--- src/rtl/adder_pipe_nbit_pkg.sv ---
// Shared types for the pipelined add/subtract unit: operation mode,
// per-stage control record and carry/borrow helper functions.
package adder_pkg;

  typedef enum logic {
    ADD = 1'b0,
    SUB = 1'b1
  } mode_t;

  // Control part of one pipeline stage; data fields live in the top level
  // because their widths depend on the module parameters.
  typedef struct packed {
    logic  valid;
    mode_t mode;
    logic  carry;
  } stage_rec_t;

  localparam int DEFAULT_NUM_BITS   = 16;
  localparam int DEFAULT_NUM_STAGES = 4;

  // Carry fed into chunk 0: subtraction adds ~b plus the inverted borrow.
  function automatic logic stage_cin(input mode_t m, input logic carry_in);
    return (m == SUB) ? !carry_in : carry_in;
  endfunction

  // Carry out of the top chunk is a carry for ADD and a "no borrow" for SUB.
  function automatic logic final_overflow(input mode_t m, input logic cout);
    return (m == SUB) ? !cout : cout;
  endfunction

endpackage

--- src/rtl/adder_pipe_nbit_if.sv ---
// Valid/ready stream bundle for adder_pipe_nbit: operands in, result out.
interface adder_pipe_nbit_if
  import adder_pkg::*;
#(
  parameter int NUM_BITS = DEFAULT_NUM_BITS
) ();

  logic                in_valid;
  logic                in_ready;
  logic [NUM_BITS-1:0] a;
  logic [NUM_BITS-1:0] b;
  logic                carry_in;
  mode_t               mode;
  logic                out_valid;
  logic                out_ready;
  logic [NUM_BITS-1:0] sum;
  logic                overflow;

  // Producer/consumer side that feeds operands and takes results.
  modport master (
    output in_valid, a, b, carry_in, mode, out_ready,
    input  in_ready, out_valid, sum, overflow
  );

  // The adder itself.
  modport slave (
    input  in_valid, a, b, carry_in, mode, out_ready,
    output in_ready, out_valid, sum, overflow
  );

endinterface

--- src/rtl/adder_pipe_nbit_stage.sv ---
// One chunk of the pipelined adder: a + (b or ~b) + cin with carry out.
module adder_pipe_stage #(
  parameter int CHUNK_BITS = 4
) (
  input  logic [CHUNK_BITS-1:0] a_c,
  input  logic [CHUNK_BITS-1:0] b_c,
  input  logic                  cin,
  input  logic                  sub,
  output logic [CHUNK_BITS-1:0] sum_c,
  output logic                  cout
);

  logic [CHUNK_BITS-1:0] b_eff;
  logic [CHUNK_BITS:0]   total;

  // Chunk add with optional inversion of B for subtraction.
  always_comb begin
    b_eff = sub ? ~b_c : b_c;
    total = {1'b0, a_c} + {1'b0, b_eff} + {{CHUNK_BITS{1'b0}}, cin};
    sum_c = total[CHUNK_BITS-1:0];
    cout  = total[CHUNK_BITS];
  end

endmodule

--- src/rtl/adder_pipe_nbit.sv ---
// Pipelined NUM_BITS add/subtract: one CHUNK_BITS slice per stage, carry
// registered between stages, whole pipe advances together (global stall).
// Optional macro ADDER_PIPE_SAT_EN: saturate the final sum on carry/borrow.
module adder_pipe_nbit
  import adder_pkg::*;
#(
  parameter int NUM_BITS   = DEFAULT_NUM_BITS,
  parameter int NUM_STAGES = DEFAULT_NUM_STAGES
) (
  input  logic             clk,
  input  logic             n_rst,
  adder_pipe_nbit_if.slave bus
);

  localparam int CHUNK_BITS = NUM_BITS / NUM_STAGES;
  localparam int LAST       = NUM_STAGES - 1;

  if (NUM_BITS % NUM_STAGES != 0) begin : g_bad_cfg
    $error("adder_pipe_nbit: NUM_BITS must be a multiple of NUM_STAGES");
  end

  // Stage registers; operand copies carry the not-yet-added chunks forward.
  stage_rec_t          rec_q [NUM_STAGES];
  stage_rec_t          rec_d [NUM_STAGES];
  logic [NUM_BITS-1:0] res_q [NUM_STAGES];
  logic [NUM_BITS-1:0] res_d [NUM_STAGES];
  logic [NUM_BITS-1:0] opa_q [NUM_STAGES];
  logic [NUM_BITS-1:0] opa_d [NUM_STAGES];
  logic [NUM_BITS-1:0] opb_q [NUM_STAGES];
  logic [NUM_BITS-1:0] opb_d [NUM_STAGES];

  // What each stage sees at its input: bus for stage 0, previous stage else.
  stage_rec_t          src_rec [NUM_STAGES];
  logic [NUM_BITS-1:0] src_a   [NUM_STAGES];
  logic [NUM_BITS-1:0] src_b   [NUM_STAGES];
  logic [NUM_BITS-1:0] src_res [NUM_STAGES];

  logic [CHUNK_BITS-1:0] sum_c  [NUM_STAGES];
  logic                  cout_c [NUM_STAGES];
  logic                  adv;

  assign adv           = !rec_q[LAST].valid || bus.out_ready;
  assign bus.in_ready  = adv;
  assign bus.out_valid = rec_q[LAST].valid;
  assign bus.sum       = res_q[LAST];
  assign bus.overflow  = final_overflow(rec_q[LAST].mode, rec_q[LAST].carry);

  for (genvar gi = 0; gi < NUM_STAGES; gi++) begin : g_stage
    if (gi == 0) begin : g_head
      assign src_rec[gi] = '{valid: bus.in_valid, mode: bus.mode,
                             carry: stage_cin(bus.mode, bus.carry_in)};
      assign src_a[gi]   = bus.a;
      assign src_b[gi]   = bus.b;
      assign src_res[gi] = '0;
    end else begin : g_body
      assign src_rec[gi] = rec_q[gi-1];
      assign src_a[gi]   = opa_q[gi-1];
      assign src_b[gi]   = opb_q[gi-1];
      assign src_res[gi] = res_q[gi-1];
    end

    adder_pipe_stage #(
      .CHUNK_BITS(CHUNK_BITS)
    ) u_stage (
      .a_c  (src_a[gi][gi*CHUNK_BITS +: CHUNK_BITS]),
      .b_c  (src_b[gi][gi*CHUNK_BITS +: CHUNK_BITS]),
      .cin  (src_rec[gi].carry),
      .sub  (src_rec[gi].mode == SUB),
      .sum_c(sum_c[gi]),
      .cout (cout_c[gi])
    );
  end

  // Next stage contents: previous results plus this stage's chunk.
  always_comb begin
    for (int k = 0; k < NUM_STAGES; k++) begin
      rec_d[k] = '{valid: src_rec[k].valid, mode: src_rec[k].mode, carry: cout_c[k]};
      opa_d[k] = src_a[k];
      opb_d[k] = src_b[k];
      res_d[k] = src_res[k];
      res_d[k][k*CHUNK_BITS +: CHUNK_BITS] = sum_c[k];
    end
`ifdef ADDER_PIPE_SAT_EN
    // Clamp to all-ones on ADD carry and to zero on SUB borrow.
    if (final_overflow(src_rec[LAST].mode, cout_c[LAST])) begin
      res_d[LAST] = (src_rec[LAST].mode == ADD) ? '1 : '0;
    end
`endif
  end

  // Whole pipeline advances together; a stalled output freezes every stage.
  always_ff @(posedge clk) begin
    if (!n_rst) begin
      for (int k = 0; k < NUM_STAGES; k++) begin
        rec_q[k] <= '{valid: 1'b0, mode: ADD, carry: 1'b0};
        res_q[k] <= '0;
        opa_q[k] <= '0;
        opb_q[k] <= '0;
      end
    end else if (adv) begin
      for (int k = 0; k < NUM_STAGES; k++) begin
        rec_q[k] <= rec_d[k];
        res_q[k] <= res_d[k];
        opa_q[k] <= opa_d[k];
        opb_q[k] <= opb_d[k];
      end
    end
  end

endmodule

--- src/flat_wrapper.sv ---
// flat-port wrapper written by rule: the top's interface ports become plain ports
module adder_pipe_nbit_flat import adder_pkg::*;
#(
  parameter int NUM_BITS   = DEFAULT_NUM_BITS,
  parameter int NUM_STAGES = DEFAULT_NUM_STAGES
)
  (clk, n_rst, bus_in_valid, bus_a, bus_b, bus_carry_in, bus_mode, bus_out_ready, bus_in_ready, bus_out_valid, bus_sum, bus_overflow);
  adder_pipe_nbit_if #(.NUM_BITS(NUM_BITS)) bus_i ();
  input  logic clk;
  input  logic n_rst;
  input wire logic [$bits(bus_i.in_valid)-1:0] bus_in_valid;
  input wire logic [$bits(bus_i.a)-1:0] bus_a;
  input wire logic [$bits(bus_i.b)-1:0] bus_b;
  input wire logic [$bits(bus_i.carry_in)-1:0] bus_carry_in;
  input wire logic [$bits(bus_i.mode)-1:0] bus_mode;
  input wire logic [$bits(bus_i.out_ready)-1:0] bus_out_ready;
  output wire logic [$bits(bus_i.in_ready)-1:0] bus_in_ready;
  output wire logic [$bits(bus_i.out_valid)-1:0] bus_out_valid;
  output wire logic [$bits(bus_i.sum)-1:0] bus_sum;
  output wire logic [$bits(bus_i.overflow)-1:0] bus_overflow;
  assign bus_i.in_valid = bus_in_valid;
  assign bus_i.a = bus_a;
  assign bus_i.b = bus_b;
  assign bus_i.carry_in = bus_carry_in;
  assign bus_i.mode = bus_mode;
  assign bus_i.out_ready = bus_out_ready;
  assign bus_in_ready = bus_i.in_ready;
  assign bus_out_valid = bus_i.out_valid;
  assign bus_sum = bus_i.sum;
  assign bus_overflow = bus_i.overflow;
  adder_pipe_nbit #(.NUM_BITS(NUM_BITS), .NUM_STAGES(NUM_STAGES)) u_core (.clk(clk), .n_rst(n_rst), .bus(bus_i));
endmodule
--- config.mk ---
export PLATFORM = sky130hd
export DESIGN_NAME = adder_pipe_nbit_flat
export DESIGN_NICKNAME = d
export VERILOG_FILES = /design/src/rtl/adder_pipe_nbit_pkg.sv /design/src/rtl/adder_pipe_nbit_if.sv /design/src/rtl/adder_pipe_nbit_stage.sv /design/src/rtl/adder_pipe_nbit.sv /design/src/flat_wrapper.sv
export SDC_FILE = /design/constraint.sdc
export NUM_CORES = 1
export LEC_CHECK = 0
export CAP_MARGIN = 20
export CORE_AREA = 2 2 75 131
export CTS_BUF_LIST = sky130_fd_sc_hd__clkbuf_4 sky130_fd_sc_hd__clkbuf_8 sky130_fd_sc_hd__clkbuf_16
export CTS_CLUSTER_DIAMETER = 40
export DETAILED_ROUTE_END_ITERATION = 10
export DIE_AREA = 0 0 77 133
export PLACE_DENSITY = 0.73
export SLEW_MARGIN = 15
export SYNTH_ARGS = -nofsm -noshare
export SYNTH_HDL_FRONTEND = slang
export SYNTH_SLANG_ARGS = --single-unit
--- constraint.sdc ---
create_clock -name clk -period 4.98 [get_ports clk]
set_input_delay 1.494 -clock clk [delete_from_list [all_inputs] [get_ports clk]]
set_output_delay 1.494 -clock clk [all_outputs]
set_load 0.02 [all_outputs]
==> PnR_summary.wiki <==
{| class="wikitable"
! Metric !! Value
|-
| Detail Placement HPWL || between 4 and 5 mm
|-
| Final #Nets || a little over 400
|-
| Post-Place Cells || roughly 460
|-
| Final worst path period need || 4.17 ns
|-
| Worst setup path end || bus_in_ready
|-
| Worst Setup Slack, final || 0.810 ns
|-
| Insertion delay to the later sink of the worst-skew pair || around 0.34 ns
|-
| Launch instance of the worst min-delay path || u_core.opb_q[0][10]$_SDFFCE_PN0P_
|-
| Post-CTS setup repair buffer count || 0
|-
| Portion of netlist area occupied by mux cells || 0.00443
|-
| Arrival time reported for the critical path endpoint || ~2.7 ns
|-
| GRT Residual Overflow || 0
|-
| First-pass GRT wire length || 10.7 mm
|-
| Largest driver fanout on the critical path || 2
|-
| Buffer levels on the longest clock path || 2
|-
| Area added between synthesis and finish || 18.1%
|-
| Mapped Cells || around 300
|-
| RSZ-0062 raised after global routing || false
|-
| Transition time at the pin with the least slew margin || 0.868 ns
|-
| Yosys warning count || 0
|-
| Net count after synthesis || 360
|-
| Finished layout cell area || ~0.0053 sq mm
|-
| Vias per cell || between 5 and 6
|-
| Final worst path period share || 0.837
|-
| Post-CTS resize count || 0
|-
| Headroom to the max-slew limit || 0.420
|-
| Simple-gate area share of the yosys netlist || 0.150
|-
| R2R setup slack || 2.75 ns
|-
| Synth Area in XOR/XNOR || 0.0426
|-
| Die Span Y || 133 microns
|-
| Dominant combinational cell family by area after synthesis || simple AND/OR/NAND/NOR gates
|-
| Arithmetic-cell share of the synthesized area counting full adders, half adders and majority gates || 0.0687
|-
| Total wire length after detailed routing || 6.45 mm
|-
| Cell with the biggest individual delay on the critical path || clkdlybuf4s50_1
|-
| Number of storage elements in the synthesis netlist || 100
|-
| Core footprint || 0.00929 sq mm
|-
| # Max-Cap Violations || 0
|-
| Via count of the first global-routing pass || 2453
|-
| Clock tree root buffer cell || clkbuf_16
|-
| Area share of the largest cell type after synthesis || 0.664
|-
| Worst-path cell chain || clkdlybuf4s50_1, nand2b_4, clkdlybuf4s50_1
|-
| Leading cell types by total area after synthesis || edfxtp_1 (66%), and3_1 (12%), fa_1 (3.5%), ha_1 (3.3%), xor2_1 (3.1%)
|-
| Share of the yosys chip area belonging to registers || 0.664
|-
| I/O pin total || 57
|-
| Launching point of the worst reg2reg path || u_core.rec_q[1][1]$_SDFFCE_PN0P_
|-
| Maximum vdd drop || 0.214 mV
|-
| Synthesized area || between 0.004 and 0.005 sq mm
|-
| Yosys top cell by area || edfxtp_1
|-
| First element of the critical path || bus_out_ready
|-
| Clock transition at the registers of the reported paths || 0.06 ns
|-
| CP delay by family, top || buffers and inverters
|-
| Worst-case clock skew || ~0.0065 ns
|-
| Post-Place Worst Slack || 0.811 ns
|-
| Die Width || about 77 microns
|-
| Max Slew Vio Count || 0
|-
| CP endpoint kind || output port
|-
| Fraction of final layout cells sized beyond drive strength 1 || 0.0625
|-
| Largest net degree at the start of global routing || 92
|-
| Critical register-to-register path endpoint || u_core.rec_q[2][0]$_SDFFCE_PN0P_
|-
| Number of core rows || 47
|-
| Full die area || about 0.010 sq mm
|-
| Global-route total usage across every layer || 0.135
|-
| DRT Pass-1 Iters || 4
|-
| Sink Count || 100
|-
| Leakage power || 0.00249 uW
|-
| Run status || complete, no violations
|-
| Starting Density || 0.486
|-
| CP peak stage delay || ~0.6 ns
|-
| Number of antenna cells inserted || 0
|-
| Placed cell area || between 0.005 and 0.006 sq mm
|-
| Fraction of the mapped netlist area in compound gates || 0.0210
|-
| Number of levels in the clock H-tree || 3
|-
| Number of antenna violations at the first check in global routing || 0
|-
| Drt initial violations || approximately 130
|-
| Register-to-Register Path Depth || 6
|-
| Number of non-filler instances in the completed layout || roughly 470
|-
| Power density cells || around 340 mW/mm^2
|-
| Average cell area after synthesis || approximately 15 sq um
|-
| Hold bufs inserted after CTS || 0
|-
| FMAX || roughly 240 MHz
|-
| Required time of the critical path || approximately 3.5 ns
|-
| Number of buffer cells added on primary ports || 56
|-
| DR DRC count || 0
|-
| Number of buffers added by the clock tree synthesis step || 9
|-
| Number of distinct library cell variants in the gate-level netlist after synthesis || 22
|-
| Total via count after detailed routing || between 2000 and 2500
|-
| Final hold vios || 0
|-
| Last weighted congestion value of the routability-driven placer || around 0.69
|-
| Critical path buffer and inverter count || 2
|-
| DR WL/cell || between 10 and 15 microns
|-
| Most frequent CP cell || clkdlybuf4s50_1
|-
| CP Depth || 3
|-
| Setup Crit Path Kind || input port to output port
|-
| Final antenna-violating net count || 0
|-
| Startpoint type of the worst setup path || input port
|-
| Classification of the worst-slack hold path || flip-flop to flip-flop
|-
| Clock tree from TritonCTS || yes
|-
| Total setup violations reported at the end of the flow || 0
|}
==> per-layer routing <==
layer,global-route usage,wire length (microns),vias to the layer above
met5,0,0,-
li1,-,-,1204
met1,0.132,2410,1179
met3,0.0375,270,14
met2,0.247,3590,61
met4,0.0813,177,0
==> synthesized netlist by cell type <==
cell and count:
edfxtp_1 100, and3_1 88, xor2_1 16, clkbuf_1 12, ha_1 12, a21oi_1 10, nor2_1 10, buf_6 8
fa_1 8, inv_1 8, a21o_1 6, xnor2_1 6, nand3b_1 5, buf_12 2, mux2i_1 2, nand3_2 2
nor3_1 2, buf_2 1, buf_4 1, clkbuf_2 1, nand2_2 1, nand2b_4 1
==> report_power, final <==
part | internal, uW | switching (uW)
Combinational | 103 | 86.3
Sequential | 994 | 19.0
Clock | 338 | 274
==> cell usage in the layout, fill, tap and decap left out <==
cell / netlist / final
nand2b_4: 1 / 1
ha_1: 12 / 12
nor2_1: 10 / 10
buf_2: 1 / 1
clkinv_2: 0 / 1
nand3b_1: 5 / 5
nand3_2: 2 / 2
nor3_1: 2 / 2
clkinv_1: 0 / 2
inv_6: 0 / 1
xor2_1: 16 / 16
fa_1: 8 / 8
a21oi_1: 10 / 10
xnor2_1: 6 / 6
clkbuf_16: 0 / 9
nand2_2: 1 / 1
clkinvlp_4: 0 / 1
a21o_1: 6 / 6
inv_1: 8 / 8
clkbuf_4: 0 / 1
mux2i_1: 2 / 2
buf_4: 1 / 3
clkdlybuf4s50_1: 0 / 55
edfxtp_1: 100 / 100
and3_1: 88 / 88
buf_12: 2 / 1
==> stage by stage <==
step	setup TNS, ns	power, uW	utilization	hold slack (ns)
after floorplan	-12.48	1150	-	0.528
after global placement	0	1210	0.546	0.530
after detailed placement	0	1220	0.546	0.537
after CTS	0	1840	0.575	0.551
after global routing	0	1890	0.575	0.565
final	0	1810	0.575	0.549
==> state kept, by name, indices dropped and copies added (netlist names) <==
| signal | flops |
|---|---|
| u_core.opa_q | 24 |
| u_core.opb_q | 24 |
| u_core.rec_q | 12 |
| u_core.res_q | 40 |
==> logic make-up (layout without fill, tap and decap cells) <==
family,count (synthesis),in the layout
flops,100,100
fa+ha+maj,20,20
mux,2,2
xor+xnor,22,22
buf+inv,33,83
simple gates,109,109
compound gates,16,16
==> area by class of cell <==
class,count,area (sq um)
Clock buffer,10,233
Clock inverter,5,28.8
Fill cell,784,3950
Inverter,8,30.0
Multi-Input combinational cell,169,1290
Sequential cell,100,3000
Tap cell,122,153
Timing Repair Buffer,60,598
==> worst min-delay path by stage <==
| stage | to | slack [ns] | cells past startpoint |
|---|---|---|---|
| floorplan | u_core.opa_q[0][44]$_SDFFCE_PN0P_ | 0.53 | 1 |
| global placement | u_core.res_q[0][16]$_SDFFCE_PN0P_ | 0.53 | 1 |
| detailed placement | u_core.res_q[0][56]$_SDFFCE_PN0P_ | 0.54 | 1 |
| CTS | u_core.res_q[0][56]$_SDFFCE_PN0P_ | 0.55 | 1 |
| global route | u_core.opa_q[0][26]$_SDFFCE_PN0P_ | 0.56 | 1 |
| finish | u_core.opb_q[0][26]$_SDFFCE_PN0P_ | 0.55 | 1 |
No activity file was read; power rests on OpenSTA's default activity.
